## src/rtl/register_file_8x16_pkg.sv

```systemverilog
// Shared widths, types and reset value for the Rechenwerk register file.
package register_file_8x16_pkg;

  localparam int unsigned DATA_W   = 16;
  localparam int unsigned NUM_REGS = 8;
  localparam int unsigned ADDR_W   = 3;

  typedef logic [DATA_W-1:0] word_t;
  typedef logic [ADDR_W-1:0] reg_addr_t;

  localparam word_t REG_RST_VAL = '0;

endpackage

```

## src/rtl/register_file_8x16_if.sv

```systemverilog
// Write port plus two read ports of the register file, grouped as one bus.
interface register_file_8x16_if;
  import register_file_8x16_pkg::*;

  word_t     regIn;
  reg_addr_t regInAddr;
  logic      regInWE;
  reg_addr_t regOut1Addr;
  reg_addr_t regOut2Addr;
  word_t     regOut1;
  word_t     regOut2;

  modport master (
    output regIn, regInAddr, regInWE, regOut1Addr, regOut2Addr,
    input  regOut1, regOut2
  );

  modport slave (
    input  regIn, regInAddr, regInWE, regOut1Addr, regOut2Addr,
    output regOut1, regOut2
  );

endinterface

```

## src/rtl/register_file_8x16_cell.sv

```systemverilog
// One DATA_W storage register with async active-low clear and clock enable.
module register_file_8x16_cell
  import register_file_8x16_pkg::*;
(
  input  logic  clk,
  input  logic  rst_n,
  input  logic  i_en,
  input  word_t i_d,
  output word_t o_q
);

  word_t r_q;

  // An unknown enable (from an X address) is treated as "no write".
  always_ff @(posedge clk or negedge rst_n) begin
    if (!rst_n) begin
      r_q <= REG_RST_VAL;
    end else if (i_en) begin
      r_q <= i_d;
    end
  end

  assign o_q = r_q;

endmodule

```

## src/rtl/register_file_8x16.sv

```systemverilog
// 8x16 register file: one synchronous write port, two combinational read ports.
module register_file_8x16
  import register_file_8x16_pkg::*;
(
  input  logic                 clk,
  input  logic                 rst,
  register_file_8x16_if.slave  bus
);

  logic [NUM_REGS-1:0] w_we;
  word_t               w_q [NUM_REGS];

  // One-hot write decoder, gated by the write enable.
  always_comb begin
    w_we = '0;
    if (bus.regInWE) begin
      w_we = NUM_REGS'(1) << bus.regInAddr;
    end
  end

  for (genvar k = 0; k < int'(NUM_REGS); k++) begin : g_cell
    register_file_8x16_cell u_cell (
      .clk   (clk),
      .rst_n (rst),
      .i_en  (w_we[k]),
      .i_d   (bus.regIn),
      .o_q   (w_q[k])
    );
  end

  // No write-through: reads always see the stored value.
  assign bus.regOut1 = w_q[bus.regOut1Addr];
  assign bus.regOut2 = w_q[bus.regOut2Addr];

endmodule

```

## src/flat_wrapper.sv

```systemverilog
// flat-port wrapper written by rule: the top's interface ports become plain ports
module register_file_8x16_flat import register_file_8x16_pkg::*;
  (clk, rst, bus_regIn, bus_regInAddr, bus_regInWE, bus_regOut1Addr, bus_regOut2Addr, bus_regOut1, bus_regOut2);
  register_file_8x16_if bus_i ();
  input  logic clk;
  input  logic rst;
  input wire logic [$bits(bus_i.regIn)-1:0] bus_regIn;
  input wire logic [$bits(bus_i.regInAddr)-1:0] bus_regInAddr;
  input wire logic [$bits(bus_i.regInWE)-1:0] bus_regInWE;
  input wire logic [$bits(bus_i.regOut1Addr)-1:0] bus_regOut1Addr;
  input wire logic [$bits(bus_i.regOut2Addr)-1:0] bus_regOut2Addr;
  output wire logic [$bits(bus_i.regOut1)-1:0] bus_regOut1;
  output wire logic [$bits(bus_i.regOut2)-1:0] bus_regOut2;
  assign bus_i.regIn = bus_regIn;
  assign bus_i.regInAddr = bus_regInAddr;
  assign bus_i.regInWE = bus_regInWE;
  assign bus_i.regOut1Addr = bus_regOut1Addr;
  assign bus_i.regOut2Addr = bus_regOut2Addr;
  assign bus_regOut1 = bus_i.regOut1;
  assign bus_regOut2 = bus_i.regOut2;
  register_file_8x16 u_core (.clk(clk), .rst(rst), .bus(bus_i));
endmodule
```

## config.mk

```make
export PLATFORM = sky130hd
export DESIGN_NAME = register_file_8x16_flat
export DESIGN_NICKNAME = d
export VERILOG_FILES = /design/src/rtl/register_file_8x16_pkg.sv /design/src/rtl/register_file_8x16_if.sv /design/src/rtl/register_file_8x16_cell.sv /design/src/rtl/register_file_8x16.sv /design/src/flat_wrapper.sv
export SDC_FILE = /design/constraint.sdc
export NUM_CORES = 1
export LEC_CHECK = 0
export BUFFER_PORTS_ARGS = -buffer_cell sky130_fd_sc_hd__buf_2
export CAP_MARGIN = 20
export CORE_ASPECT_RATIO = 0.7
export CORE_MARGIN = 3
export CORE_UTILIZATION = 60
export CTS_CLUSTER_SIZE = 20
export DETAILED_ROUTE_END_ITERATION = 6
export PLACE_DENSITY = 0.78
export REMOVE_ABC_BUFFERS = 1
export SYNTH_ARGS = -nofsm -noshare
export SYNTH_HDL_FRONTEND = slang
export SYNTH_SLANG_ARGS = --single-unit
```

## constraint.sdc

```tcl
create_clock -name clk -period 3.5 [get_ports clk]
set_input_delay 0.175 -clock clk [delete_from_list [all_inputs] [get_ports clk]]
set_output_delay 0.175 -clock clk [all_outputs]
set_load 0.02 [all_outputs]
```

== Word-level counts from Yosys, hierarchy flattened ==
Cells that the tools add are included.
Word-level totals
  flip-flop bits (word level): 128
Operators by class
  muxes and demuxes: 7
  bitwise logic cells: 2
  order comparisons: 2
  shift-type cells: 1
Operators with widths (count)
  binary-select mux 16 bit (select 3 bit): 2
  two-way mux 16 bit: 4
  greater-or-equal comparator 4 bit, second input constant: 2
  two-way mux 8 bit: 1
  NOT 3 -> 4 bit: 2
  << shifter 1 x 3 -> 8 bit, first input constant: 1

== Longest topological paths before layout ==
Gate-level depths: netlist (run 1).
  depth after elaboration: 4
  gate-level depth with buffers: 5

== Modules after synthesis ==
A second synthesis (run 1) with hierarchy kept.
Unflattened totals
  cell total of the unflattened synthesis: 399
  area, all modules: 7395.8 sq um
By module, submodules not included
  register_file_8x16_cell: sequential area each 400.4 sq um, area each 649.4 sq um, cells an instance 34, times used 8
  register_file_8x16: sequential area each 0.0 sq um, area each 2200.9 sq um, cells an instance 127, times used 1

== Least setup slack after synthesis (run 1) ==
No wires, ideal clock.
  path type: input to output
  start point: input port bus_regOut1Addr[0]
  end point: output port bus_regOut1[0]
  buffers on the path: 2
  stages on the path: 4
  arrival: 1277 ps
  setup slack: 2048 ps
  path through: buf_6 -> buf_6 -> mux4_1 -> mux2_2
Between the ends
  longest elaborated chain between the ends: 4
RTL lines
  start: declaration: line flat_wrapper.sv:10  | input wire logic [$bits(bus_i.regOut1Addr)-1:0] bus_regOut1Addr;
  NOT 3 -> 4 bit (implied by the code): line register_file_8x16.sv:32  | assign bus.regOut1 = w_q[bus.regOut1Addr];
  binary-select mux 16 bit (select 3 bit): line register_file_8x16.sv:32
  two-way mux 16 bit (implied by the code) (2 in series): line register_file_8x16.sv:32
  end: declaration: line flat_wrapper.sv:12  | output wire logic [$bits(bus_i.regOut1)-1:0] bus_regOut1;
No other way between the ends. The select of a mux whose other input is x is not followed.

== Final worst setup path (run 1) ==
  start point: input port bus_regOut1Addr[0]
  end point: output port bus_regOut1[10]
Same word-level chain as after synthesis.

==> key figures, run 1 <==
Final layout
  • # nets final: 472
  • Final Non-Filler Cells: 610
  • N_diodes: 0
  • # fillers: 701
  • Synthesis-to-finish area growth: 14.6%
  • Max reg flops: 128
  • Register area: 3200 um2
  • Layout Utilization: 0.716
  • Area occupied by multi-input gates: 3600 um2
  • Final Cell Area: 8030 um2
  • Share of cells above drive strength 1: 0.595

Worst setup path
  • Worst Path Max Fanout: 17
  • Required time worst endpoint: 3.32 ns
  • Reg2reg end: u_core.g_cell[1].u_cell.o_q[2]
  • Critical Path Sink Type: output port
  • RR Startpoint: u_core.g_cell[1].u_cell.o_q[2]
  • R2R setup slack: 2.68 ns
  • Worst reg2reg path depth: 1
  • Worst setup SP type: input port
  • Worst endpoint data arrival time: 2.10 ns
  • WS Path Type: input port to output port

STA
  • Setup TNS: 0 ns
  • Unrepaired setup endpoints after global routing: false
  • Clock skew: 0 ns
  • Final WS setup: 1.23 ns
  • Rel. slew slack: 0.343
  • F_max: 440 MHz
  • Least-Margin Pin Slew: 0.986 ns
  • Final Cycle Share: 0.649
  • Slew Limit Fails: 0
  • Hold slack final: 0.102 ns
  • Final hold vios: 0
  • Setup violators final: 0
  • Final min period: 2.27 ns

Synth
  • Yosys warning total: 0
  • Largest cells by area after synthesis: dfrtp_1, mux2_2, mux4_1
  • Top FF cell, synth: dfrtp_1
  • Cell accounting for the most synthesized area: dfrtp_1
  • Seq/Total Area, Yosys: 0.458
  • EDFF count, synth: 0
  • Most frequent cell after synthesis: mux2_2
  • Share of the synthesized area in the top cell type: 0.458
  • Synthesis-stage register bit count: 128
  • Post-synth top cells: mux2_2, dfrtp_1, mux4_1
  • Post-synth cell types: 14
  • Fraction of registers with async set/reset: 1.00
  • Cells after Synth: 393
  • Syn Area/Cell: 17.8 um2
  • Post-Synthesis Cell Area: 7000 um2

Placement
  • Place WS: 1.23 ns
  • Placed cells: 577
  • Port bufs: 59
  • Post-DP Area: 7340 um2
  • Post-DP HPWL: 9.23 mm
  • GP Congestion: 0.734

Min path
  • Hold Path End: u_core.g_cell[5].u_cell.o_q[5]
  • Hold_sp: bus_regIn[5]
  • Worst Hold Depth: 2
  • Hold Crit Class: input port to flop

Detailed routing
  • Avg WL per Cell: 25.5 um
  • Vias: 4029
  • DR DRC count: 0
  • Post-DRT Antenna Nets: 0
  • 1st-pass router iterations: 4
  • Top Metal Used: met4
  • Routed WL: 15.5 mm
  • DRT met1 WL: 6.99 mm
  • Vias/cell: 6.60
  • Violation count after the first detailed-route iteration: 187
  • WL met2: 7.48 mm
  • Routed length on met3: 894 um

Floorplan
  • Die Wd: 135 um
  • Starting density of the core: 0.624
  • Area of the core: 11200 um2
  • Die area: 13000 um2
  • Die height: 96.4 um
  • I/O pin total: 60
  • Cell Rows: 32

Clocking
  • Clock-pin slew on the worst setup and hold paths: 0.05 ns
  • Num CTS Buffers: 17
  • H-tree Lvls: 4
  • CTS tree: done
  • Clk sinks: 128
  • CTS Buffer Depth: 2
  • Post-CTS Setup Inserts: 0
  • Root Driver: clkbuf_16
  • Clock latency on the worst-skew pair: 0.40 ns

Global routing
  • Initial antenna violation count: 0
  • Total gr overflow: 0
  • Vias in the first global route: 4212
  • First-pass GRT wire length: 24.4 mm
  • Largest net degree at the start of global routing: 78
  • Total track usage: 0.255

Power and ir drop
  • Worst vdd ir: 0.498 mV
  • Leakage power: 3.54 nW
  • Power density over the cells: 652 nW/um2
  • Total power: 5.24 mW

Run
  • Max-cap violations: 0

Run status
  • Status: complete, no violations
-- cell type report --
cell class	count	area share
Clock buffer	18	0.0547
Sequential cell	128	0.399
Multi-Input combinational cell	232	0.448
Clock inverter	14	0.0295
Timing Repair Buffer	65	0.0446
Tap cell	153	0.0239
-- repair_timing --
| item | 4_1_cts | 5_1_grt |
|---|---|---|
| hold buffers | 1 | 0 |
| gates resized for setup | 0 | 0 |
| hold endpoints to repair | 76 | 0 |
-- worst max-delay path, stage by stage --
cell    delay [ns]
buf_2         0.42
buf_4         0.42
mux4_1        0.60
mux2_2        0.29
buf_2         0.16
-- logic make-up (layout without fill, tap and decap cells) --
| logic type | after synthesis | after routing | share of synthesized area |
|---|---|---|---|
| DFF | 128 | 128 | 0.458 |
| muxes | 224 | 224 | 0.493 |
| and+or+nand+nor | 8 | 8 | 0.0163 |
| buffers and inverters | 33 | 97 | 0.0329 |
-- per-layer routing --
layer  GRT usage  up-vias
met4      0.0545        0
met3      0.0564       12
met5           0        -
li1            -     1718
met1       0.365     2175
met2       0.412      124
-- worst max-delay path by stage --
stage | from | to | depth (start not counted)
5_1_grt | bus_regOut1Addr[0] | bus_regOut1[10] | 5
4_1_cts | bus_regOut1Addr[0] | bus_regOut1[1] | 5
2_1_floorplan | bus_regInWE | u_core.g_cell[1].u_cell.o_q[0] | 2
3_5_place_dp | bus_regOut1Addr[0] | bus_regOut1[10] | 5
6_report | bus_regOut1Addr[0] | bus_regOut1[10] | 5
3_3_place_gp | bus_regOut1Addr[0] | bus_regOut1[10] | 5
-- cell usage in the layout, fill, tap and decap left out, drive strengths merged, types with 2 or more instances in the layout --
| master | instances |
|---|---|
| nor4bb | 2 |
| nand4b | 3 |
| clkbuf | 18 |
| clkinv | 5 |
| dfrtp | 128 |
| mux2 | 160 |
| clkinvlp | 2 |
| bufinv | 6 |
| buf | 64 |
| mux4 | 64 |
-- where the power goes --
| group | switching (mW) | total (mW) | internal [mW] |
|---|---|---|---|
| Sequential | 0.244 | 2.05 | 1.81 |
| Clock | 0.647 | 2.00 | 1.35 |
| Combinational | 0.482 | 1.18 | 0.699 |
(Power assumes the default switching activity.)
==> run 2, diff against run 1 <==
--- a/config.mk
+++ b/config.mk
@@ -9,10 +9,10 @@
 export CAP_MARGIN = 20
 export CORE_ASPECT_RATIO = 0.7
 export CORE_MARGIN = 3
-export CORE_UTILIZATION = 60
+export CORE_UTILIZATION = 54
 export CTS_CLUSTER_SIZE = 20
 export DETAILED_ROUTE_END_ITERATION = 6
-export PLACE_DENSITY = 0.78
+export PLACE_DENSITY = 0.74
 export REMOVE_ABC_BUFFERS = 1
 export SYNTH_ARGS = -nofsm -noshare
 export SYNTH_HDL_FRONTEND = slang
==> constraint.sdc (replaced) <==
create_clock -name clk -period 1.95 [get_ports clk]
set_input_delay 0.0975 -clock clk [delete_from_list [all_inputs] [get_ports clk]]
set_output_delay 0.0975 -clock clk [all_outputs]
set_load 0.02 [all_outputs]
==> run 2 against run 1 <==
  * Flip-flop and latch count did not move
  * Design area rose by 0.23%
  * First-iteration DRC count fell by 27%
  * Non-clock buffer count rose by 6
  * Largest cell class unchanged
  * Clock skew did not move
==> key figures, run 2 (synthesis results as in run 1) <==
Worst setup path
  • Worst reg2reg path depth: 1 (unchanged)
  • Worst setup SP type: flop
  • R2R setup slack: 1.14 ns (-1.54 ns)
  • Required time worst endpoint: 1.85 ns (-1.47 ns)
  • Worst Path Max Fanout: 3 (-14)
  • RR Startpoint: u_core.g_cell[2].u_cell.o_q[9]
  • Worst endpoint data arrival time: 1.78 ns (-0.32 ns)
  • WS Path Type: flop to output port
  • Critical Path Sink Type: output port
  • Reg2reg end: u_core.g_cell[2].u_cell.o_q[9]

Final layout
  • Share of cells above drive strength 1: 0.591 (-0.00428)
  • N_diodes: 0 (unchanged)
  • Most common cell after layout, fill and taps aside: mux2_2
  • Final Non-Filler Cells: 624 (+2.3%)
  • Max reg flops: 128 (unchanged)
  • Most frequent cells in the layout: mux2_2, dfrtp_1, buf_2
  • Synthesis-to-finish area growth: 14.9%
  • # nets final: 478 (+1.3%)
  • Layout Utilization: 0.641 (-0.0749)

Detailed routing
  • 1st-pass router iterations: 5 (+1)
  • Avg WL per Cell: 25.1 um (-1.4%)
  • Post-DRT Antenna Nets: 0 (unchanged)
  • Vias/cell: 6.35 (-3.9%)
  • Violation count after the first detailed-route iteration: 136 (-27%)
  • DR DRC count: 0 (unchanged)
  • Vias: 3961 (-1.7%)
  • Routed WL: 15.7 mm (+0.86%)

Power and ir drop
  • Clock network power share: 0.348 (-0.034)
  • Switching share of power: 0.268 (+0.00606)
  • Power density over the cells: 1110 nW/um2 (+70%)
  • Reg power frac: 0.412 (+0.020)
  • Power Internal: 6.52 mW (+69%)
  • Total power: 8.92 mW (+70%)
  • NetSw: 2.39 mW (+74%)
  • Comb power frac: 0.241 (+0.016)
  • Worst vdd ir: 0.697 mV (+40%)
  • Leakage power: 3.55 nW (+0.37%)

Floorplan
  • Die Wd: 142 um (+5.2%)
  • Cell Rows: 34 (+6.3%)
  • Area of the core: 12500 um2 (+12%)
  • Die height: 101 um (+5.1%)
  • Starting density of the core: 0.558 (-0.0666)
  • I/O pin total: 60 (unchanged)
  • Die area: 14400 um2 (+11%)

STA
  • Final Cycle Share: 0.964
  • Final WS setup: 0.0697 ns (-1.16 ns)
  • Final hold vios: 0 (unchanged)
  • Setup TNS: 0 ns (unchanged)
  • Final min period: 1.88 ns
  • Clock skew: 0 ns (unchanged)
  • Least-Margin Pin Slew: 0.839 ns (-0.147 ns)
  • Unrepaired setup endpoints after global routing: false
  • Slew Limit Fails: 0 (unchanged)
  • F_max: 532 MHz
  • Rel. slew slack: 0.439 (+0.0967)
  • Setup violators final: 0 (unchanged)

Placement
  • Port bufs: 59 (unchanged)
  • Placed cells: 592 (+2.6%)
  • Place WS: 0.186 ns (-1.05 ns)
  • GP Congestion: 0.767 (+4.5%)
  • Post-DP HPWL: 9.14 mm (-1.0%)

Clocking
  • Clk sinks: 128 (unchanged)
  • Root Driver: clkbuf_16
  • H-tree Lvls: 4 (unchanged)
  • Clock latency on the worst-skew pair: 0.41 ns (about the same)
  • Num CTS Buffers: 17 (unchanged)
  • CTS Buffer Depth: 2 (unchanged)
  • CTS tree: done
  • Clock-pin slew on the worst setup and hold paths: 0.06 ns (about the same)

Global routing
  • Largest net degree at the start of global routing: 45 (-42%)
  • Vias in the first global route: 4252 (+0.95%)
  • Total gr overflow: 0 (unchanged)
  • Initial antenna violation count: 0 (unchanged)
  • First-pass GRT wire length: 24.2 mm (-0.73%)
  • Total track usage: 0.228 (-0.0274)

Run status
  • Status: complete, no violations

Min path
  • Worst Hold Depth: 2 (unchanged)
  • Hold Path End: u_core.g_cell[2].u_cell.o_q[11]
  • Hold Crit Class: input port to flop
  • Hold_sp: bus_regIn[11]

Run
  • Max-cap violations: 0 (unchanged)
run 2: layout make-up:
cell class	instances	area [um2]
Fill cell	874	4510
Multi-Input combinational cell	232	3600
Sequential cell	128	3200
Clock buffer	25	495
Timing Repair Buffer	71	465
Tap cell	162	203
Clock inverter	6	80.1
run 2: critical path, stage by stage, from the launching register on:
cell     delay (ns)
dfrtp_1        0.39
mux4_1         0.52
mux2_2         0.30
buf_2          0.16
run 2: worst max-delay path by stage:
stage,slack [ns],depth (start not counted),start,to
after floorplan,-0.35,2,bus_regInWE,u_core.g_cell[1].u_cell.o_q[0]
after global placement,0.23,3,bus_regInAddr[0],u_core.g_cell[6].u_cell.o_q[12]
after detailed placement,0.19,3,bus_regInAddr[2],u_core.g_cell[3].u_cell.o_q[3]
after CTS,0.04,3,u_core.g_cell[3].u_cell.o_q[4],bus_regOut1[4]
after global routing,0.01,3,u_core.g_cell[3].u_cell.o_q[9],bus_regOut1[9]
final,0.07,3,u_core.g_cell[3].u_cell.o_q[4],bus_regOut1[4]
run 2: per-stage QoR:
| stage | hold WS, ns | cell area [um2] |
|---|---|---|
| 5_1_grt | 0.0265 | 8040 |
| 3_5_place_dp | 0.138 | 7460 |
| 4_1_cts | 0.00923 | 8040 |
| 2_1_floorplan | -0.198 | 6770 |
| 6_report | 0.0217 | 8040 |
| 3_3_place_gp | 0.135 | 7460 |
run 2: routing by layer:
metal / vias to the layer above / part of all wire / track usage
li1: 1736 / - / -
met1: 2119 / 0.44 / 0.293
met5: - / 0 / 0
met4: 0 / 0.0091 / 0.0516
met3: 13 / 0.039 / 0.0557
met2: 93 / 0.51 / 0.397
run 2: timing repair:
action | CTS | global route
buffers inserted | 0 | 0
hold endpoints to repair | 41 | 0
hold buffers | 1 | 0
gates resized for setup | 0 | 0
run 2: power groups by stage:
stage	Clock, mW	Sequential (mW)	Combinational, mW
after floorplan	0	3.52	1.57
after global placement	0	3.62	2.08
after detailed placement	0	3.68	2.15
after CTS	3.14	3.66	2.17
after global routing	3.25	3.75	2.29
final	3.10	3.67	2.15
